## config.mk

```make
export PLATFORM = sky130hd
export DESIGN_NAME = regf_wb_arbiter_flat
export DESIGN_NICKNAME = d
export VERILOG_FILES = /design/src/rtl/regf_wb_arbiter_if.sv /design/src/rtl/regf_wb_arbiter.sv /design/src/flat_wrapper.sv
export SDC_FILE = /design/constraint.sdc
export NUM_CORES = 1
export LEC_CHECK = 0
export CAP_MARGIN = 5
export CORE_ASPECT_RATIO = 1.1
export CORE_MARGIN = 8
export CORE_UTILIZATION = 48
export DETAILED_ROUTE_END_ITERATION = 16
export PLACE_DENSITY = 0.87
export SYNTH_ARGS = -nofsm -noshare
export SYNTH_HDL_FRONTEND = slang
export SYNTH_SLANG_ARGS = --single-unit
```

## constraint.sdc

```tcl
create_clock -name clk -period 5.8 [get_ports clk]
set_clock_uncertainty 0.15 [all_clocks]
set_input_delay 0.58 -clock clk [delete_from_list [all_inputs] [get_ports clk]]
set_output_delay 0.58 -clock clk [all_outputs]
set_load 0.05 [all_outputs]
```

## src/rtl/regf_wb_arbiter_if.sv

```systemverilog
// Write-back bus between execute/memory units, issue/decode and the regfile write port.
// Latency: n/a (signal bundle only).
// Backpressure: req_ready is the only flow-control signal; a result is taken on req_valid & req_ready.
// Ports: req_valid/req_ready/req_rd/req_data (write-back requesters), claim_valid/claim_rd (issue),
//        addr_rs1/addr_rs2 -> rs1_busy/rs2_busy (decode), write_regf_en/addr_rd/rd_value (regfile).
interface regf_wb_arbiter_if #(
  parameter int NREQ = 3,
  parameter int XLEN = 32,
  parameter int AW   = 5
);
  logic [NREQ-1:0]      req_valid;
  logic [NREQ-1:0]      req_ready;
  logic [NREQ*AW-1:0]   req_rd;
  logic [NREQ*XLEN-1:0] req_data;
  logic                 claim_valid;
  logic [AW-1:0]        claim_rd;
  logic [AW-1:0]        addr_rs1;
  logic [AW-1:0]        addr_rs2;
  logic                 rs1_busy;
  logic                 rs2_busy;
  logic                 write_regf_en;
  logic [AW-1:0]        addr_rd;
  logic [XLEN-1:0]      rd_value;

  // Producer side: requesters, issue and decode stages.
  modport master (
    output req_valid, req_rd, req_data, claim_valid, claim_rd, addr_rs1, addr_rs2,
    input  req_ready, rs1_busy, rs2_busy, write_regf_en, addr_rd, rd_value
  );

  // Arbiter side.
  modport slave (
    input  req_valid, req_rd, req_data, claim_valid, claim_rd, addr_rs1, addr_rs2,
    output req_ready, rs1_busy, rs2_busy, write_regf_en, addr_rd, rd_value
  );
endinterface

```

## src/rtl/regf_wb_arbiter.sv

```systemverilog
// Round-robin arbiter for the single regfile write port plus a per-register busy scoreboard.
// Latency: 1 cycle from accept to write_regf_en/addr_rd/rd_value; grant and hazard query are combinational.
// Backpressure: one requester accepted per cycle via one-hot req_ready; losers hold req_valid and wait.
// Ports: clk, rst (async active-low), bus (regf_wb_arbiter_if.slave) carrying requester, claim,
//        hazard-query and regfile write signals.
module regf_wb_arbiter #(
  parameter int NREQ = 3,
  parameter int XLEN = 32,
  parameter int AW   = 5
) (
  input logic               clk,
  input logic               rst,
  regf_wb_arbiter_if.slave  bus
);

  localparam int PW   = (NREQ > 1) ? $clog2(NREQ) : 1;
  localparam int NREG = 1 << AW;

  logic [PW-1:0]   ptr;
  logic [PW-1:0]   gnt_idx;
  logic [PW-1:0]   cand;
  logic [NREQ-1:0] gnt;
  logic            accept;
  logic [AW-1:0]   sel_rd;
  logic [XLEN-1:0] sel_data;

  logic            wen_q;
  logic [AW-1:0]   addr_q;
  logic [XLEN-1:0] data_q;

  logic [NREG-1:0] busy;
  logic [NREG-1:0] busy_nxt;

  // Search starts just after the last winner, so the last winner has lowest priority.
  // Only req_valid feeds the grant; rd/data never influence req_ready.
  always_comb begin
    gnt     = '0;
    gnt_idx = ptr;
    accept  = 1'b0;
    cand    = '0;
    for (int k = 1; k <= NREQ; k++) begin
      cand = PW'((int'(ptr) + k) % NREQ);
      if (!accept && bus.req_valid[cand]) begin
        accept    = 1'b1;
        gnt[cand] = 1'b1;
        gnt_idx   = cand;
      end
    end
  end

  always_comb begin
    sel_rd   = '0;
    sel_data = '0;
    for (int i = 0; i < NREQ; i++) begin
      if (gnt[i]) begin
        sel_rd   = bus.req_rd[i*AW +: AW];
        sel_data = bus.req_data[i*XLEN +: XLEN];
      end
    end
  end

  // Clear is applied before set so a claim landing on the same edge as the
  // write-back of an older producer leaves the register busy.
  always_comb begin
    busy_nxt = busy;
    if (accept) begin
      busy_nxt[sel_rd] = 1'b0;
    end
    if (bus.claim_valid && (bus.claim_rd != '0)) begin
      busy_nxt[bus.claim_rd] = 1'b1;
    end
    busy_nxt[0] = 1'b0;
  end

  always_ff @(posedge clk or negedge rst) begin
    if (!rst) begin
      ptr    <= PW'(NREQ - 1);
      wen_q  <= 1'b0;
      addr_q <= '0;
      data_q <= '0;
      busy   <= '0;
    end else begin
      busy <= busy_nxt;
      if (accept) begin
        ptr    <= gnt_idx;
        wen_q  <= (sel_rd != '0);
        addr_q <= sel_rd;
        data_q <= sel_data;
      end else begin
        wen_q <= 1'b0;
      end
    end
  end

  assign bus.req_ready     = gnt;
  assign bus.write_regf_en = wen_q;
  assign bus.addr_rd       = addr_q;
  assign bus.rd_value      = data_q;

  // The output-stage term covers a value that has left the scoreboard but is
  // not yet visible in the regfile.
  assign bus.rs1_busy = (bus.addr_rs1 != '0) &&
                        (busy[bus.addr_rs1] || (wen_q && (addr_q == bus.addr_rs1)));
  assign bus.rs2_busy = (bus.addr_rs2 != '0) &&
                        (busy[bus.addr_rs2] || (wen_q && (addr_q == bus.addr_rs2)));

endmodule

```

## src/flat_wrapper.sv

```systemverilog
// flat-port wrapper written by rule: the top's interface ports become plain ports
module regf_wb_arbiter_flat 
#(
  parameter int NREQ = 3,
  parameter int XLEN = 32,
  parameter int AW   = 5
)
  (clk, rst, bus_req_valid, bus_req_rd, bus_req_data, bus_claim_valid, bus_claim_rd, bus_addr_rs1, bus_addr_rs2, bus_req_ready, bus_rs1_busy, bus_rs2_busy, bus_write_regf_en, bus_addr_rd, bus_rd_value);
  regf_wb_arbiter_if #(.NREQ(NREQ), .XLEN(XLEN), .AW(AW)) bus_i ();
  input logic clk;
  input logic rst;
  input wire logic [$bits(bus_i.req_valid)-1:0] bus_req_valid;
  input wire logic [$bits(bus_i.req_rd)-1:0] bus_req_rd;
  input wire logic [$bits(bus_i.req_data)-1:0] bus_req_data;
  input wire logic [$bits(bus_i.claim_valid)-1:0] bus_claim_valid;
  input wire logic [$bits(bus_i.claim_rd)-1:0] bus_claim_rd;
  input wire logic [$bits(bus_i.addr_rs1)-1:0] bus_addr_rs1;
  input wire logic [$bits(bus_i.addr_rs2)-1:0] bus_addr_rs2;
  output wire logic [$bits(bus_i.req_ready)-1:0] bus_req_ready;
  output wire logic [$bits(bus_i.rs1_busy)-1:0] bus_rs1_busy;
  output wire logic [$bits(bus_i.rs2_busy)-1:0] bus_rs2_busy;
  output wire logic [$bits(bus_i.write_regf_en)-1:0] bus_write_regf_en;
  output wire logic [$bits(bus_i.addr_rd)-1:0] bus_addr_rd;
  output wire logic [$bits(bus_i.rd_value)-1:0] bus_rd_value;
  assign bus_i.req_valid = bus_req_valid;
  assign bus_i.req_rd = bus_req_rd;
  assign bus_i.req_data = bus_req_data;
  assign bus_i.claim_valid = bus_claim_valid;
  assign bus_i.claim_rd = bus_claim_rd;
  assign bus_i.addr_rs1 = bus_addr_rs1;
  assign bus_i.addr_rs2 = bus_addr_rs2;
  assign bus_req_ready = bus_i.req_ready;
  assign bus_rs1_busy = bus_i.rs1_busy;
  assign bus_rs2_busy = bus_i.rs2_busy;
  assign bus_write_regf_en = bus_i.write_regf_en;
  assign bus_addr_rd = bus_i.addr_rd;
  assign bus_rd_value = bus_i.rd_value;
  regf_wb_arbiter #(.NREQ(NREQ), .XLEN(XLEN), .AW(AW)) u_core (.clk(clk), .rst(rst), .bus(bus_i));
endmodule
```

==> metrics list, run 1 <==
* Yosys top cell area share: 38.7%
* # hold bufs at CTS: 0
- At the end of routability-driven placement, the weighted congestion stood at 0.902.
- Average cell area after synthesis: 9.37 µm²
- Counting the fill cells in the layout gives 702.
- Power spread over the standard cell area amounts to 599 nW/µm².
- Worst-Margin Slew: 1.14 ns
* Synth Cell Area: 4530 µm²
- The core region is 9260 µm².
- Post-CTS Setup Inserts: 0
- STA puts the critical path data required time at 5.07 ns.
* Tmin final: 4.40 ns
- Summed over all layers, the routed wires come to 16.2 mm.
- For flop-to-flop paths, the worst setup slack is 1.79 ns.
- The worst pin sits at a relative slew slack of 24.0%.
* Cell Rows: 37
* Number of nets in the finished design: 772
- Counting distinct cell types in the post-synthesis netlist gives 56.
* Count of port buffers added during placement: 174
- The initial utilization of the core area, before any placement, comes to 48.9%.
- Final setup vio count: 0
- Among all flip-flop cells after synthesis, the most frequent one is sky130_fd_sc_hd__dfrtp_1.
- Global router's overall resource usage: 25.1%
* Total leakage power: 0.00263 µW
- Worst flop-to-flop path endpoint: u_core.busy[11]
- Vias per cell: 6.29
- Arrival time worst endpoint: 3.67 ns
* Root buf cell: sky130_fd_sc_hd__clkbuf_8
* Proportion of synthesized flip-flops having asynchronous set or reset: 100%
- Derived from the worst setup path, the maximum achievable clock frequency is 0.227 GHz.
- Max-cap violations in this run came to 0.
- The via count of the first global-routing pass came to 4,871.
- The HPWL after detailed placement is 12.1 mm.
* Critical path capture point type: output port
- In the routed design, unresolved DRC markers number 0.
- Register area share after synthesis: 39.3%
- Of the cells placed in the final design, the portion with a size suffix greater than 1 is 9.52%.
- Sequential cells account for 23.1% of the total power.
* Final antenna diode count: 0
* Detailed Route Iter0 Violations: 289
- The first global-routing pass estimated 25.5 mm of wire.
- Result of the run: completed
* Setup repair after global routing missed its margin: no
* Reg2Reg Launch Point: u_core.ptr[1]
- Of the total power, the share spent switching nets is 52.1%.
- TritonCTS clock tree: done
- The path class of the tightest hold or removal check is in2async.
- Maximum root-to-sink buffer count: 2
- Kind of launch point of the worst setup path: input port
* Setup TNS: 0 ns
* Dominant cell by count in the synthesized netlist: sky130_fd_sc_hd__dfrtp_1
- Post-synth EDFFs: 0
- Die X-Extent: 109 µm
* Crit path max fanout: 11
- Entering global routing, the biggest net connects 72 pins.
* Final slew viol count: 0
- The Yosys step of the flow raised 0 warnings.
- The number of clock buffers added by TritonCTS is 9.
- The first detailed-routing pass ran for 5 iterations.
- Die area: 12,800 µm²
- Worst setup path class: in2out
- Final design utilization: 70.0%
- Synth cell count leaders: sky130_fd_sc_hd__dfrtp_1 (70), sky130_fd_sc_hd__nand2_1 (68), sky130_fd_sc_hd__a21oi_1 (42)
- Via count: 4,770
- Measured along the y axis, the die boundary spans 118 µm.
* Worst-Skew Late Latency: 0.34 ns
- I/O pin total: 175
- In the post-synthesis netlist, the biggest area contributors are sky130_fd_sc_hd__dfrtp_1 (39%), sky130_fd_sc_hd__mux4_2 (8.5%), sky130_fd_sc_hd__a221o_1 (7.1%).
- Cells resized by post-CTS repair: 0
- Synth Register Bits: 71
- Number of failing hold endpoints at the final stage: 0
- Antenna violations before repair: 0
- The internal power of the cells totals 1860 µW.
- Antenna Violating Nets Remaining: 0
- Clock transition at the registers of the reported paths: 0.07 ns
* Net Count, Synth: 619
- Area grow syn2layout: 43.1%
- Across the VDD grid, the largest voltage drop is 0.323 mV.
- Synthesis produced a netlist whose cell count is 483.
- Post-route total power: 3880 µW
- CTS H-Tree Depth: 3
* Clock power share: 9.3%
- GRT Residual Overflow: 0
* Most area-hungry cell type in the Yosys netlist: sky130_fd_sc_hd__dfrtp_1
- Detailed-route wire length per cell: 21.4 µm
- In the finished design, the share of the clock period the worst path needs comes to 75.8%.
- Depth of the worst register-to-register path: 12
- The tightest hold path in the finished design has a slack of 0.287 ns.
- The analysis attributes to net switching a power of 2020 µW.
- Clock tree synthesis found a total of 71 sinks.
- Per report_power, the combinational group accounts for 67.5% of the total.
## cell type report
class                   instances  area, µm²  share of cell area (%)
clock buffers                  11        151                    2.34
clock inverters                 5       32.5                   0.502
inverters                      19       71.3                    1.10
multi-input cells             356       2520                    39.0
flip-flops and latches         71       1780                    27.4
well taps                     117        146                    2.26
repair buffers                179       1770                    27.4
## power groups by stage
stage | clock (µW) | combinational [µW] | sequential, µW
6_report | 362 | 2620 | 899
5_1_grt | 391 | 2800 | 921
4_1_cts | 368 | 2600 | 892
3_5_place_dp | 0 | 2600 | 891
3_3_place_gp | 0 | 2510 | 888
2_1_floorplan | 0 | 1450 | 1250
## through the flow
stage	setup WS [ns]	instance area, µm²	std cells
2_1_floorplan	2.44	4530	483
3_3_place_gp	1.48	6290	742
3_5_place_dp	1.40	6290	742
4_1_cts	1.40	6480	758
5_1_grt	1.25	6480	758
6_report	1.40	6480	758
## state kept, by name (all words and copies together), names as in the netlist
| name | flops |
|---|---|
| u_core.bus.addr_rd | 5 |
| u_core.bus.rd_value | 32 |
| u_core.bus.write_regf_en | 1 |
| u_core.busy | 31 |
| u_core.ptr | 2 |
## worst max-delay path: stages
cell	delay (ns)
sky130_fd_sc_hd__clkdlybuf4s50_1	0.87
sky130_fd_sc_hd__mux4_2	0.59
sky130_fd_sc_hd__mux4_2	0.47
sky130_fd_sc_hd__inv_1	0.07
sky130_fd_sc_hd__o21ai_0	0.10
sky130_fd_sc_hd__o32ai_1	0.17
sky130_fd_sc_hd__a21oi_1	0.10
sky130_fd_sc_hd__clkdlybuf4s50_1	0.71
## cells by family after synthesis
kind of cell,after synthesis,share of synthesized area (%)
mux,22,9.62
flops,71,39.3
compound gates,152,25.7
buf+inv,56,5.11
xor+xnor,10,1.93
fa+ha+maj,4,1.11
simple gates,168,17.2
## how the worst max path moves through the flow
stage                                from               end  cells after the start
after CTS                 bus_addr_rs2[0]      bus_rs2_busy                      8
after global routing      bus_addr_rs2[0]      bus_rs2_busy                      8
final                     bus_addr_rs2[0]      bus_rs2_busy                      8
after floorplan             u_core.ptr[1]  bus_req_ready[2]                      9
after global placement    bus_addr_rs2[0]      bus_rs2_busy                      8
after detailed placement  bus_addr_rs2[0]      bus_rs2_busy                      8
## cells in the final DEF, fill, tap and decap left out, types with 3 or more instances in the layout
cell type / synthesis / layout
sky130_fd_sc_hd__nor2_1: 28 / 27
sky130_fd_sc_hd__nand3_1: 39 / 39
sky130_fd_sc_hd__mux4_2: 17 / 17
sky130_fd_sc_hd__o21ai_0: 17 / 17
sky130_fd_sc_hd__buf_4: 1 / 5
sky130_fd_sc_hd__nor3_1: 5 / 5
sky130_fd_sc_hd__a221o_1: 32 / 32
sky130_fd_sc_hd__o21ai_1: 3 / 3
sky130_fd_sc_hd__a21oi_1: 42 / 42
sky130_fd_sc_hd__xor2_1: 8 / 8
sky130_fd_sc_hd__a31oi_1: 8 / 8
sky130_fd_sc_hd__o41ai_1: 10 / 10
sky130_fd_sc_hd__or3b_2: 3 / 3
sky130_fd_sc_hd__nor4_1: 3 / 3
sky130_fd_sc_hd__clkinv_2: 0 / 3
sky130_fd_sc_hd__nand3b_1: 6 / 6
sky130_fd_sc_hd__o41ai_2: 3 / 3
sky130_fd_sc_hd__dfrtp_1: 70 / 70
sky130_fd_sc_hd__ha_1: 4 / 4
sky130_fd_sc_hd__mux2i_1: 3 / 3
sky130_fd_sc_hd__o211ai_1: 3 / 3
sky130_fd_sc_hd__nand2_1: 68 / 68
sky130_fd_sc_hd__o221ai_1: 13 / 13
sky130_fd_sc_hd__and3_1: 6 / 6
sky130_fd_sc_hd__inv_1: 17 / 17
sky130_fd_sc_hd__clkdlybuf4s50_1: 0 / 173
sky130_fd_sc_hd__nand2b_1: 3 / 3
sky130_fd_sc_hd__clkbuf_8: 0 / 11
## per-layer routing
layer	up-vias	share of wire, %	global-route usage (%)
li1	2139	-	-
met1	2316	37	29.5
met2	278	49	39.8
met3	37	12	10.6
met4	0	2.2	8.48
met5	-	0	0
No activity file was read; power rests on OpenSTA's default activity.
==> run 2: changes to the inputs <==
--- a/config.mk
+++ b/config.mk
@@ -8,9 +8,9 @@
 export CAP_MARGIN = 5
 export CORE_ASPECT_RATIO = 1.1
 export CORE_MARGIN = 8
-export CORE_UTILIZATION = 48
+export CORE_UTILIZATION = 40
 export DETAILED_ROUTE_END_ITERATION = 16
-export PLACE_DENSITY = 0.87
+export PLACE_DENSITY = 0.77
 export SYNTH_ARGS = -nofsm -noshare
 export SYNTH_HDL_FRONTEND = slang
 export SYNTH_SLANG_ARGS = --single-unit
==> constraint.sdc (replaced) <==
create_clock -name clk -period 3.7 [get_ports clk]
set_clock_uncertainty 0.15 [all_clocks]
set_input_delay 0.37 -clock clk [delete_from_list [all_inputs] [get_ports clk]]
set_output_delay 0.37 -clock clk [all_outputs]
set_load 0.05 [all_outputs]
==> metrics list, run 2 (synthesis gave the netlist of run 1 again) <==
- The global routing met2 resource utilization came to 37.2% (-2.7 points).
- The count of boundary I/O pins was 175 (unchanged).
- The post-route setup TNS was 0 ns (unchanged).
- The wire length after detailed routing came to 16.7 mm (+3.0%).
- Die area: 15,000 µm² (+17%)
* Met1 GRT Util: 23.3% (-6.2 points)
- The number of flip-flops under the largest register name was 32 (unchanged).
- GRT Residual Overflow: 0 (unchanged)
* HP Class: in2async
- Layout Cell Area excl Fill: 6770 µm² (+4.5%)
* Max-cap check violation count: 0 (unchanged)
- The number of max-slew violations in the final report was 0 (unchanged).
- The placed instance area is 6430 µm² (+2.1%).
- Cell Rows: 40 (+8.1%)
* Power density over the cells: 975 nW/µm² (+63%)
* Number of nets in the finished design: 780 (+1.0%)
- Area occupied by multi-input gates: 2520 µm² (unchanged)
- The placer's final routability congestion estimate came to 0.990 (+9.8%).
- Post-layout worst setup margin: 0.170 ns (-1.23 ns)
- Busiest grt layer: met2
- Compared with the post-synthesis result, the final layout area differs by 49.6%.
- The count of port buffers added during placement is 174 (unchanged).
- Maximum root-to-sink buffer count: 2 (unchanged)
- The combinational group share of total power was 64.3% (-3.2 points).
- Result of the run: completed
- The number of DRC violations after detailed-routing iteration 0 came to 335 (+16%).
- The H-tree depth came to 3 (unchanged).
- The remaining number of nets flagged by the antenna check after routing is 0 (unchanged).
- Vias in the first global route: 5,009 (+2.8%)
* Detailed-route wire length per cell: 20.9 µm (-2.1%)
- Number of remaining DRC errors: 0 (unchanged)
- The switching power of the nets was 3220 µW (+59%).
* Area of the placeable core: 11,000 µm² (+18%)
* TritonCTS clock tree: done
- Leaving out fill and tap cells, the most frequent cell in the layout is sky130_fd_sc_hd__clkdlybuf4s50_1.
- The worst setup path is launched from a flop.
- The share of post-route cells with drive strength above 1 came to 10.9% (+1.4 points).
* Clock buffers created by TritonCTS: 9 (unchanged)
- Wire length of the first global-routing pass: 26.0 mm (+2.0%)
- Worst-Margin Slew: 1.00 ns (-0.134 ns)
* Switch share: 48.7% (-3.4 points)
* Setup repair after global routing missed its margin: no
* Critical path capture point type: flop
- The number of iterations in the first detailed-routing pass came to 5 (unchanged).
* Pin count of the biggest net entering global routing: 66 (-8.3%)
- The horizontal die dimension is 117 µm (+8.1%).
* Worst-Skew Late Latency: 0.33 ns (about the same)
* Worst setup path class: reg2reg
- The total power came to 6600 µW (+70%).
* Worst VDD drop: 0.496 mV (+54%)
- The pre-CTS setup slack came to 0.145 ns (-1.26 ns).
- Cells resized by post-CTS repair: 0 (unchanged)
- # fillers: 864 (+23%)
* Die Y: 128 µm (+8.3%)
* Number of failing hold endpoints at the final stage: 0 (unchanged)
- The sum of net half-perimeters after detailed placement is 12.5 mm (+3.7%).
- The worst path needs 3.53 ns of the cycle, external delays included.
* Global router's overall resource usage: 21.5% (-3.5 points)
- Commonest non-fill, non-tap cells in the layout: sky130_fd_sc_hd__clkdlybuf4s50_1 (168), sky130_fd_sc_hd__dfrtp_1 (70), sky130_fd_sc_hd__nand2_1 (68)
- The clock transition at the registers of the reported paths is 0.05 ns (-0.02 ns).
- The data required time of the worst path was 3.74 ns (-1.33 ns).
- P_int: 3390 µW (+82%)
- The number of setup violations in the final report was 0 (unchanged).
* Sink Count: 71 (unchanged)
* Vias per cell: 5.94 (-5.6%)
- The met3 capacity usage during global routing was 7.80% (-2.8 points).
- Total leakage power: 0.00275 µW (+4.7%)
- Sequential cell area: 1780 µm² (unchanged)
- The arrival time at the worst endpoint is 3.57 ns (-0.10 ns).
- The share of total power in sequential cells came to 21.5% (-1.6 points).
* Maximum clock frequency: 0.283 GHz
- Starting Density: 41.3% (-7.6 points)
- Root buf cell: sky130_fd_sc_hd__clkbuf_16
* Antenna violations before repair: 1 (+1)
* Via count: 4,737 (-0.69%)
- The clock power share came to 14.2% (+4.9 points).
- Ratio of final minimum period to clock period: 95.4%
- The worst slew margin relative to its limit is 33.1% (+9.1 points).
- Crit path max fanout: 9 (-2)
## run 2: metal layers
metal	up-vias	part of all wire [%]
met4	0	3.1
li1	2155	-
met2	293	49
met5	-	0
met1	2243	38
met3	46	10
## run 2: power groups by stage
stage               logic, µW  clock network [µW]  registers [µW]
floorplan                2280                   0            1960
global placement         4120                   0            1400
detailed placement       4210                   0            1410
CTS                      4220                 957            1410
global route             4540                 992            1450
finish                   4250                 940            1420
## run 2: repair_timing
item,in CTS,in global routing
hold endpoints to repair,10,0
hold buffers,1,0
buffers inserted,0,1
setup endpoints to repair,0,1
## run 2: path summary, 6_finish.rpt
kind,startpoint,end,slack (ns),depth (start not counted)
max in group asynchronous,rst,u_core.bus.rd_value[22],2.06,3
min,rst,u_core.busy[2],0.28,2
min reg2reg,u_core.bus.rd_value[18],u_core.bus.rd_value[18],0.36,1
min in group clk,u_core.bus.rd_value[18],u_core.bus.rd_value[18],0.36,1
max reg2reg,u_core.ptr[1],u_core.busy[27],0.17,11
max,u_core.ptr[1],u_core.busy[27],0.17,11
## run 2: per-stage QoR
stage                     cells  util [%]  hold slack, ns
after floorplan             483         -         -0.0756
after global placement      778      58.6          0.0917
after detailed placement    778      58.6          0.0956
after CTS                   795      61.7           0.281
after global routing        797      61.8           0.299
final                       797      61.8           0.279
## run 2: area by class of cell
cell class / instances / share of cell area, %
multi-input combinational: 356 / 37.3
inverter: 19 / 1.05
sequential: 71 / 26.3
clock inverter: 3 / 0.961
antenna: 1 / 0.0369
tap: 147 / 2.72
timing repair buffer: 187 / 27.9
clock buffer: 13 / 3.84
## run 2: worst max-delay path: stages, from the launching register on
cell and delay, ns:
sky130_fd_sc_hd__dfstp_2 0.54, sky130_fd_sc_hd__inv_1 0.07, sky130_fd_sc_hd__ha_1 0.26, sky130_fd_sc_hd__a22o_1 0.27, sky130_fd_sc_hd__a211oi_2 0.32, sky130_fd_sc_hd__nor2_2 0.11, sky130_fd_sc_hd__o21a_2 0.28, sky130_fd_sc_hd__inv_2 0.17
sky130_fd_sc_hd__a311o_1 0.26, sky130_fd_sc_hd__nand4_1 0.40, sky130_fd_sc_hd__o41ai_1 0.42, sky130_fd_sc_hd__o21ai_0 0.14
